**src/rtl/program_loader.sv**
```systemverilog
// Program loader: assembles DATA_W-bit instruction words from a byte stream,
// writes them to program-RAM rows 0..DEPTH-1, and verifies a trailing XOR
// checksum. The CPU is held in reset with its clock gated off until a load
// completes with a matching checksum.
module program_loader #(
  parameter int DATA_W = 11,
  parameter int ADDR_W = 3,
  parameter int DEPTH  = 8
) (
  input  logic              clk,
  input  logic              reset,
  input  logic              start,
  input  logic              in_valid,
  input  logic [7:0]        in_data,
  output logic              in_ready,
  output logic [DATA_W-1:0] RAM_Write_Data,
  output logic [ADDR_W-1:0] RAM_Write_Address,
  output logic              RAM_Write_Enable,
  output logic              PC_Enable,
  output logic              cpu_reset,
  output logic              busy,
  output logic              done,
  output logic              error,
  output logic [ADDR_W:0]   words_loaded
);

  typedef enum logic [2:0] {
    S_IDLE, S_LO, S_HI, S_WRITE, S_CSUM, S_DONE, S_ERR
  } state_t;

  state_t              state_q, state_d;
  logic [7:0]          lo_q;
  logic [7:0]          xor_q;
  logic [ADDR_W-1:0]   cnt_q;
  logic [ADDR_W:0]     wl_q;
  logic [DATA_W-1:0]   wdata_q;
  logic [ADDR_W-1:0]   waddr_q;
  logic                accept;
  logic                last_word;

  assign accept    = in_valid & in_ready;
  assign last_word = (cnt_q == ADDR_W'(DEPTH - 1));

  // Next-state selection; start only matters in the idle/terminal states.
  always_comb begin
    state_d = state_q;
    case (state_q)
      S_IDLE, S_DONE, S_ERR: if (start) state_d = S_LO;
      S_LO:    if (accept) state_d = S_HI;
      S_HI:    if (accept) state_d = S_WRITE;
      S_WRITE: state_d = last_word ? S_CSUM : S_LO;
      S_CSUM:  if (accept) state_d = (in_data == xor_q) ? S_DONE : S_ERR;
      default: state_d = S_IDLE;
    endcase
  end

  // State register plus word assembly, checksum accumulation and counters.
  always_ff @(posedge clk or posedge reset) begin
    if (reset) begin
      state_q <= S_IDLE;
      lo_q    <= '0;
      xor_q   <= '0;
      cnt_q   <= '0;
      wl_q    <= '0;
      wdata_q <= '0;
      waddr_q <= '0;
    end else begin
      state_q <= state_d;
      case (state_q)
        S_IDLE, S_DONE, S_ERR: if (start) begin
          cnt_q <= '0;
          xor_q <= '0;
          wl_q  <= '0;
        end
        S_LO: if (accept) begin
          lo_q  <= in_data;
          xor_q <= xor_q ^ in_data;
        end
        // Upper bits of the high byte do not fit in the word but still count
        // toward the checksum.
        S_HI: if (accept) begin
          wdata_q <= {in_data[DATA_W-9:0], lo_q};
          waddr_q <= cnt_q;
          xor_q   <= xor_q ^ in_data;
        end
        S_WRITE: begin
          wl_q <= wl_q + (ADDR_W+1)'(1);
          if (!last_word) cnt_q <= cnt_q + ADDR_W'(1);
        end
        default: ;
      endcase
    end
  end

  // Control outputs decode from the state register alone so they cannot glitch.
  assign in_ready          = (state_q == S_LO) || (state_q == S_HI) || (state_q == S_CSUM);
  assign RAM_Write_Enable  = (state_q == S_WRITE);
  assign PC_Enable         = (state_q == S_DONE);
  assign cpu_reset         = (state_q != S_DONE);
  assign busy              = (state_q == S_LO) || (state_q == S_HI) ||
                             (state_q == S_WRITE) || (state_q == S_CSUM);
  assign done              = (state_q == S_DONE);
  assign error             = (state_q == S_ERR);
  assign RAM_Write_Data    = wdata_q;
  assign RAM_Write_Address = waddr_q;
  assign words_loaded      = wl_q;

endmodule

```
**config.mk**
```make
export PLATFORM = sky130hd
export DESIGN_NAME = program_loader
export DESIGN_NICKNAME = d
export VERILOG_FILES = /design/src/rtl/program_loader.sv
export SDC_FILE = /design/constraint.sdc
export NUM_CORES = 1
export LEC_CHECK = 0
export ABC_AREA = 1
export CORE_ASPECT_RATIO = 1.1
export CORE_MARGIN = 4
export CORE_UTILIZATION = 36
export DETAILED_ROUTE_END_ITERATION = 8
export GPL_ROUTABILITY_DRIVEN = 1
export PLACE_DENSITY = 0.67
export SYNTH_ARGS = -nofsm -noshare
export SYNTH_HDL_FRONTEND = slang
export SYNTH_SLANG_ARGS = --single-unit
export TNS_END_PERCENT = 5
```
**constraint.sdc**
```tcl
create_clock -name clk -period 1.6 [get_ports clk]
set_input_delay 0.24 -clock clk [delete_from_list [all_inputs] [get_ports clk]]
set_output_delay 0.24 -clock clk [all_outputs]
set_load 0.02 [all_outputs]
```
-- After elaboration in Yosys (flattened, before gate mapping)
Cells that the tools add are included.
- reductions and logical operators: 15
- multiplexer cells: 15
- $lt $le $gt $ge: 0
- eq/ne operators: 15
- divide/modulo/power cells: 0
- bitwise operators: 2
- add/subtract/negate cells: 2
- $mul: 0
- shift-type cells: 0
- operator list (operator ; count):
    3-bit two-way mux ; 7
    8-bit two-way mux ; 2
    8-bit case mux with 2 select lines ; 1
    3-bit case mux with 5 select lines ; 1
    3-bit equality test, second input constant ; 4
    2-bit != test, second input constant ; 5
    8-bit equality test ; 1
    4-bit case mux with 2 select lines ; 1
    8-bit bitwise XOR ; 1
    3-bit by 2-bit equality test with 1-bit output, second input constant ; 2
    3-bit case mux with 2 select lines ; 1
    2-bit AND reduction ; 3
    3-bit AND reduction ; 2
    4-bit by 1-bit adder with 4-bit output, second input constant ; 1
    1-bit logical OR ; 4
    4-bit two-way mux ; 1
    4-bit AND reduction ; 1
    2-bit nonzero test ; 2
    3-bit by 1-bit adder with 3-bit output, second input constant ; 1
    3-bit by 1-bit equality test with 1-bit output, second input constant ; 1
    3-bit logical NOT ; 1
    3-bit != test, second input constant ; 1
    3-bit OR reduction ; 1
    2-bit two-way mux ; 1
    3 further kinds ; 3
- ROM bits: 0
- bits in latches: 0
- memories: 0
- output and inout bits: 25
- register bits after elaboration: 40
- memory bits (writable): 0

-- Logic depth before layout (Yosys ltp)
Gate-level depths: netlist (run 1).
- depth after elaboration: 6
- depth in mapped cells: 9

-- Worst setup path before layout (run 1)
No wires, ideal clock.
- kind: register to register
- start: reg state_q[2]
- end: reg waddr_q[0], in the netlist RAM_Write_Address[0]
- path buffers: 1
- stages on the path, launching flop included: 6
- data required time: 1473 ps
- period minus slack after synthesis: 1478 ps
- path slack: 122 ps
- arrival: 1350 ps
- cell sequence: dfrtp_1 -> nor2_1 -> nand2_2 -> nor2_4 -> buf_6 -> mux2_1
- longest elaborated chain between the ends: 5
- ends and longest elaborated chain (element ; line ; RTL):
    start, declared ; 31 ; state_t state_q, state_d;
    start signal, assigned ; 68 ; state_q <= state_d;
    3-bit by 1-bit equality test with 1-bit output / 3-bit by 2-bit equality test with 1-bit output (equally long branches) ; 96, 69 ;
    1-bit logical OR (2 in series) ; 96 ; assign in_ready = (state_q == S_LO) || (state_q == S_HI) || (state_q == S_CSUM);
    1-bit AND ; 41 ; assign accept = in_valid & in_ready;
    2-bit AND reduction (no source line) (*) ; n/a ;
    end signal, assigned ; 83 ; waddr_q <= cnt_q;
    end, declared ; 37 ; logic [ADDR_W-1:0] waddr_q;
Mark *: on every way between the ends. The rest lies on a longest branch, timed or not.
A chain may end at the register's enable or synchronous reset.

-- Worst setup path after layout (run 1)
- start: reg state_q[1]
- end: out cpu_reset
- longest elaborated chain between the ends: 1
- ends and longest elaborated chain (element ; line ; RTL):
    3-bit != test ; 99 ; assign cpu_reset = (state_q != S_DONE);
    end, declared ; 20 ; output logic cpu_reset,
Every way passes these cells.

==> results of run 1 <==
==> worst max-delay path: stages (launching register included) <==
cell and delay, ns:
dfrtp_1 0.43, inv_2 0.12, buf_4 0.12, nand3_2 0.08
clkdlybuf4s15_1 0.31
==> registers in the layout, summed over array words and instances (netlist names) <==
signal	cells
lo_q	8
xor_q	8
words_loaded	4
state_q	3
RAM_Write_Data	11
RAM_Write_Address	3
cnt_q	3
==> through the flow <==
step | utilization [%] | setup TNS [ns] | worst slack, ns | instances
6_report | 50.7 | 0 | 0.0212 | 357
3_3_place_gp | 48.3 | -0.111 | -0.0689 | 349
2_1_floorplan | - | 0 | 0.122 | 222
3_5_place_dp | 48.3 | -0.251 | -0.0977 | 349
4_1_cts | 49.7 | -0.0211 | -0.0211 | 357
5_1_grt | 50.7 | -0.402 | -0.0551 | 357
==> worst paths after layout <==
check                                     to  slack (ns)  depth (start not counted)
hold / removal             RAM_Write_Data[1]        0.29                          3
setup / recovery                   cpu_reset        0.02                          4
max in group asynchronous         state_q[0]        1.09                          3
setup reg to reg                    xor_q[5]        0.05                          9
min in group clk             words_loaded[3]        0.48                          1
hold reg to reg              words_loaded[3]        0.48                          1
==> where the power goes <==
| group | internal [mW] | leakage (nW) | total [mW] | switching [mW] |
|---|---|---|---|---|
| combinational | 1.37 | 0.819 | 2.88 | 1.51 |
| sequential | 1.43 | 0.487 | 1.71 | 0.279 |
| clock | 0.295 | 0.0400 | 0.642 | 0.347 |
| total | 3.10 | 1.35 | 5.23 | 2.14 |
==> layout make-up <==
class | count | share of cell area, %
flip-flops and latches | 40 | 36.9
repair buffers | 57 | 19.8
well taps | 75 | 3.45
clock inverters | 2 | 0.460
inverters | 29 | 4.01
clock buffers | 5 | 2.53
multi-input cells | 149 | 32.9
==> layout by cell type (no fill, tap or decap) <==
cell / count
o21a_1: 3
buf_2: 4
clkinv_2: 1
nand3_4: 1
ha_1: 3
nand3_2: 6
nor2_2: 2
buf_12: 3
nand2_2: 6
clkdlybuf4s15_1: 1
xor2_1: 1
nand2_1: 60
dfrtp_2: 1
nor2_1: 13
or2_2: 1
o21ai_1: 4
dfrtp_1: 39
buf_6: 2
mux2_4: 10
nand2_4: 1
buf_4: 17
clkinvlp_4: 1
clkbuf_8: 5
mux2_2: 1
o21ai_2: 8
clkbuf_2: 1
inv_2: 5
dlymetal6s2s_1: 1
inv_1: 24
nor2_4: 1
nand3_1: 15
clkdlybuf4s50_1: 28
a21oi_1: 12
a211oi_1: 1
==> cells by family (layout without fill, tap and decap cells) <==
kind of cell               Yosys count  count (layout)  synth area share (%)
buffers and inverters               33              93                  7.26
AOI/OAI and AO/OA                   28              28                  9.09
xor gates and xnor gates             1               1                 0.442
and+or+nand+nor                    106             106                  24.6
muxes                               11              11                  6.25
DFF                                 40              40                  50.5
adders and majority gates            3               3                  1.89
==> timing repair <==
item,4_1_cts,5_1_grt
hold buffers,0,0
setup buffers,1,0
setup endpoints to repair,7,28
endpoints found under the hold margin,0,0
pin swaps,0,1
gates resized for setup,24,22
==> cells in the mapped netlist (2+ instances only) <==
library cell and number:
nor2_1 14, nand3_1 17, o21ai_1 4, mux2_1 4
dfrtp_1 40, nand2_2 4, inv_1 25, buf_6 2
ha_1 3, inv_2 4, o21ai_2 8, a21oi_1 12
nand2_1 62, nand3_2 4, mux2_2 7, o21a_1 3
==> layer usage <==
layer	routed length (µm)	track usage, %	part of all wire [%]	vias up
li1	-	-	-	826
met1	1960	17.2	47	737
met2	1990	22.4	48	29
met3	143	2.94	3.4	8
met4	89	5.41	2.1	0
met5	0	0	0	-
==> results.tsv, run 1 <==
stage	metric	value	unit
place	Final HPWL DP	3060	µm
power	Final Total Pwr	5.23	mW
sta	Final min period	1.58	ns
clock_network	clock tree root driver cell	clkbuf_8	
place	final RePlAce weighted congestion	0.796	
clock_network	CTS tree	built	
floorplan	row cnt	28	
critical_path	crit end category	output pin	
floorplan	Die X-Extent	78.8	µm
synth	number of flops mapped to enable cells by yosys	0	
clock_network	CTS Buf Count	5	
global_routing	initial antenna violation count	0	
final_layout	area of the multi-input gates	893	µm²
critical_path	Worst Path Required	1.36	ns
sta	RSZ-0062 raised after global routing	yes	
global_routing	global-route wire length before repair	7240	µm
worst_hold_path	Hold Crit Class	in2async	
final_layout	final instance area	0.00272	mm²
synth	Ys Warns	0	
synth	synth unique cells	25	
synth	syn nets	237	
sta	Final period util	98.7	%
global_routing	Tot GR Track Use	13.5	%
route	Routed WL	4180	µm
final_layout	Layout Nets	297	
synth	top cell type's share of synthesized area	50.5	%
synth	synthesized area	0.00198	mm²
synth	syn_area_per_cell	8.93	µm²
sta	worst slew pin tran	0.249	ns
route	Starting DRT DRC Count	60	
global_routing	largest net degree at the start of global routing	41	
place	Post-Place Cell Area	0.00259	mm²
clock_network	# H-tree levels	2	
route	Vias/cell	4.48	
route	WL per Instance	11.7	µm
global_routing	number of global-route vias before repair	1580	
sta	slew margin rel.	83.3	%
route	1st-pass router iterations	5	
floorplan	Initial Utilization	37.0	%
power	Leak	1.35	nW
place	IO buf count	36	
clock_network	Worst-path clk slew	0.08	ns
floorplan	die area	0.00676	mm²
synth	Syn Inst Count	222	
sta	Slew Viols, Final	0	
critical_path	launch point of the worst path	state_q[1]	
synth	Area contributors post-synth	dfrtp_1 (50%), nand2_1 (12%), inv_1 (4.7%)	
power	maximum vdd drop	895	µV
clock_network	CTS Buffer Depth	2	
job	max cap viols	0	
final_layout	Reg area	0.00100	mm²
critical_path	r2r startpoint	state_q[1]	
critical_path	critical path class	reg2out	
sta	hold_ws	0.293	ns
final_layout	layout cell share with drive strength beyond 1	27.3	%
floorplan	core box area	0.00536	mm²
final_layout	Fill cells	501	
global_routing	GRT overflow	0	
sta	Layout Skew	0.00827	ns
clock_network	Clock Sinks	40	
synth	fraction of registers with async set/reset	100	%
route	DRC viols	0	
synth	commonest register cell after synthesis	dfrtp_1	
synth	Seq/Total Area, Yosys	50.5	%
power	Power Dens Cells	1930	mW/mm²
clock_network	worst skew pair latency	0.29	ns
sta	final setup fails	0	
synth	Seq cells post-synth	40	
final_layout	Layout area overhead	37.0	%
route	via count	1600	
critical_path	Crit Path Max Fanout	5	
critical_path	Worst EP arrival	1.34	ns
final_layout	antenna diode count	0	
synth	biggest area consumer among synthesized cells	dfrtp_1	
run_status	status	complete, no violations	
critical_path	kind of start point of the critical path	flip-flop	
floorplan	Ports	37	
sta	Final Hold Fails	0	
route	ANT nets after route	0	
floorplan	DIE HEIGHT	85.8	µm
sta	maximum clock rate	633	MHz
Power figures use the tool's default switching activity.
==> run 2: changes to the inputs <==
- CELL_PAD_IN_SITES_DETAIL_PLACEMENT: not set -> 0
- CELL_PAD_IN_SITES_GLOBAL_PLACEMENT: not set -> 2
- CORE_UTILIZATION: 36 -> 28
- HOLD_SLACK_MARGIN: not set -> 0.12
- PLACE_DENSITY: 0.67 -> 0.81
==> results.tsv, run 2 (synthesized netlist as in run 1, its figures left out) <==
stage	metric	value	unit
run_status	status	complete, no violations	
place	final RePlAce weighted congestion	0.764	
place	IO buf count	36	
sta	Final period util	96.0	%
place	Post-Place Cell Area	0.00261	mm²
final_layout	fin util	41.0	%
final_layout	Finished Layout Cells	367	
route	via count	1599	
route	Starting DRT DRC Count	36	
route	DRC viols	0	
sta	setup_tns	0	ns
sta	Slew Viols, Final	0	
route	ANT nets after route	0	
clock_network	Clock Sinks	40	
sta	worst slew pin tran	0.228	ns
power	Final Total Pwr	5.46	mW
critical_path	slowest stage delay, CP	0.61	ns
sta	Final Hold Fails	0	
place	dpl cells	358	
sta	Layout Skew	0.0107	ns
sta	slew margin rel.	84.8	%
clock_network	clock tree root driver cell	clkbuf_8	
clock_network	CTS tree	built	
clock_network	worst skew pair latency	0.29	ns
global_routing	Tot GR Track Use	11.2	%
global_routing	GRT overflow	0	
clock_network	CTS Buf Count	5	
final_layout	antenna diode count	0	
final_layout	final instance area	0.00277	mm²
floorplan	die area	0.00849	mm²
final_layout	Layout Nets	299	
critical_path	CP cell instances	clkdlybuf4s50_1	
global_routing	largest net degree at the start of global routing	41	
critical_path	crit end category	output pin	
critical_path	critical path class	reg2out	
critical_path	Worst EP arrival	1.30	ns
clock_network	CTS Buffer Depth	2	
clock_network	Worst-path clk slew	0.09	ns
critical_path	Crit Path Max Fanout	3	
final_layout	Fill cells	705	
place	Final HPWL DP	3240	µm
route	WL per Instance	12.5	µm
final_layout	commonest non-fill, non-tap cell in the layout	nand2_1	
critical_path	Worst Path Required	1.36	ns
critical_path	CP max-delay cell	clkdlybuf4s50_1	
critical_path	kind of cell adding the most delay to the critical path	buffers and inverters	
final_layout	area of the multi-input gates	890	µm²
global_routing	global-route wire length before repair	7410	µm
floorplan	DIE HEIGHT	96.3	µm
final_layout	layout cell share with drive strength beyond 1	27.7	%
route	1st-pass router iterations	4	
final_layout	most frequent cells in the layout	nand2_1 (59), dfrtp_1 (39), clkdlybuf4s50_1 (27), inv_1 (24), buf_4 (19)	
critical_path	worst path bufs/invs	1	
sta	maximum clock rate	651	MHz
sta	Final min period	1.54	ns
global_routing	number of global-route vias before repair	1612	
route	Routed WL	4590	µm
floorplan	Die X-Extent	88.2	µm
sta	final setup fails	0	
job	max cap viols	0	
power	Leak	1.36	nW
global_routing	initial antenna violation count	0	
clock_network	# H-tree levels	2	
final_layout	max reg flops	11	
power	maximum vdd drop	746	µV
floorplan	row cnt	31	
critical_path	kind of start point of the critical path	flip-flop	
power	Power Dens Cells	1970	mW/mm²
sta	RSZ-0062 raised after global routing	yes	
clock_network	Hold Buf Count CTS	0	
final_layout	Reg area	0.00100	mm²
route	Vias/cell	4.36	
floorplan	core box area	0.00675	mm²
worst_hold_path	Hold Crit Class	in2async	
final_layout	Layout area overhead	39.5	%
floorplan	Initial Utilization	29.4	%
floorplan	Ports	37	
run 2: cell types whose count changed in the layout (fill, tap and decap cells not counted), moves of 2 or more:
cell	before	now
buf_4	17	19
mux2_1	0	4
mux2_4	10	1
mux2_2	1	6
run 2: final timing paths:
kind                                 start                end  slack [ns]  depth (start not counted)
min in group clk           words_loaded[3]    words_loaded[3]        0.47                          1
setup / recovery           words_loaded[2]    words_loaded[2]        0.06                          1
hold / removal                       reset    words_loaded[2]        0.30                          3
max in group asynchronous            reset         state_q[1]        1.08                          3
setup reg to reg                state_q[0]  RAM_Write_Data[6]        0.08                          6
hold reg to reg            words_loaded[3]    words_loaded[3]        0.47                          1
run 2: where the power goes:
| part | internal (mW) | switching (mW) |
|---|---|---|
| clock | 0.511 | 0.379 |
| combinational | 1.30 | 1.56 |
| sequential | 1.43 | 0.273 |
run 2: per-layer routing:
layer  track usage [%]  up-vias  wire, µm  part of all wire, %
li1                  -      832         -                    -
met1              14.6      739      2190                   48
met2              19.0       26      2230                   48
met3              2.40        2       154                  3.4
met4              2.64        0        19                 0.41
met5                 0        -         0                    0
run 2: area by class of cell:
type / count / area share (%)
clock inverters: 2 / 1.40
well taps: 82 / 3.71
flip-flops and latches: 40 / 36.2
clock buffers: 6 / 2.99
repair buffers: 58 / 19.6
multi-input cells: 150 / 32.2
inverters: 29 / 3.93
run 2: per-stage QoR:
step,hold slack [ns],setup slack [ns]
6_report,0.303,0.0643
2_1_floorplan,0.327,0.122
5_1_grt,0.312,-0.0147
3_3_place_gp,0.456,-0.0786
4_1_cts,0.311,-0.0948
3_5_place_dp,0.459,-0.123
run 2: timing repair:
action	in CTS	in global routing
endpoints found under the setup margin	14	30
resized for setup	21	21
pin swaps	1	2
setup buffers	0	0
cloned	0	1
run 2: worst min-delay path, stage by stage:
cell and delay (ns):
clkdlybuf4s50_1 0.40, inv_1 0.09, buf_12 0.24
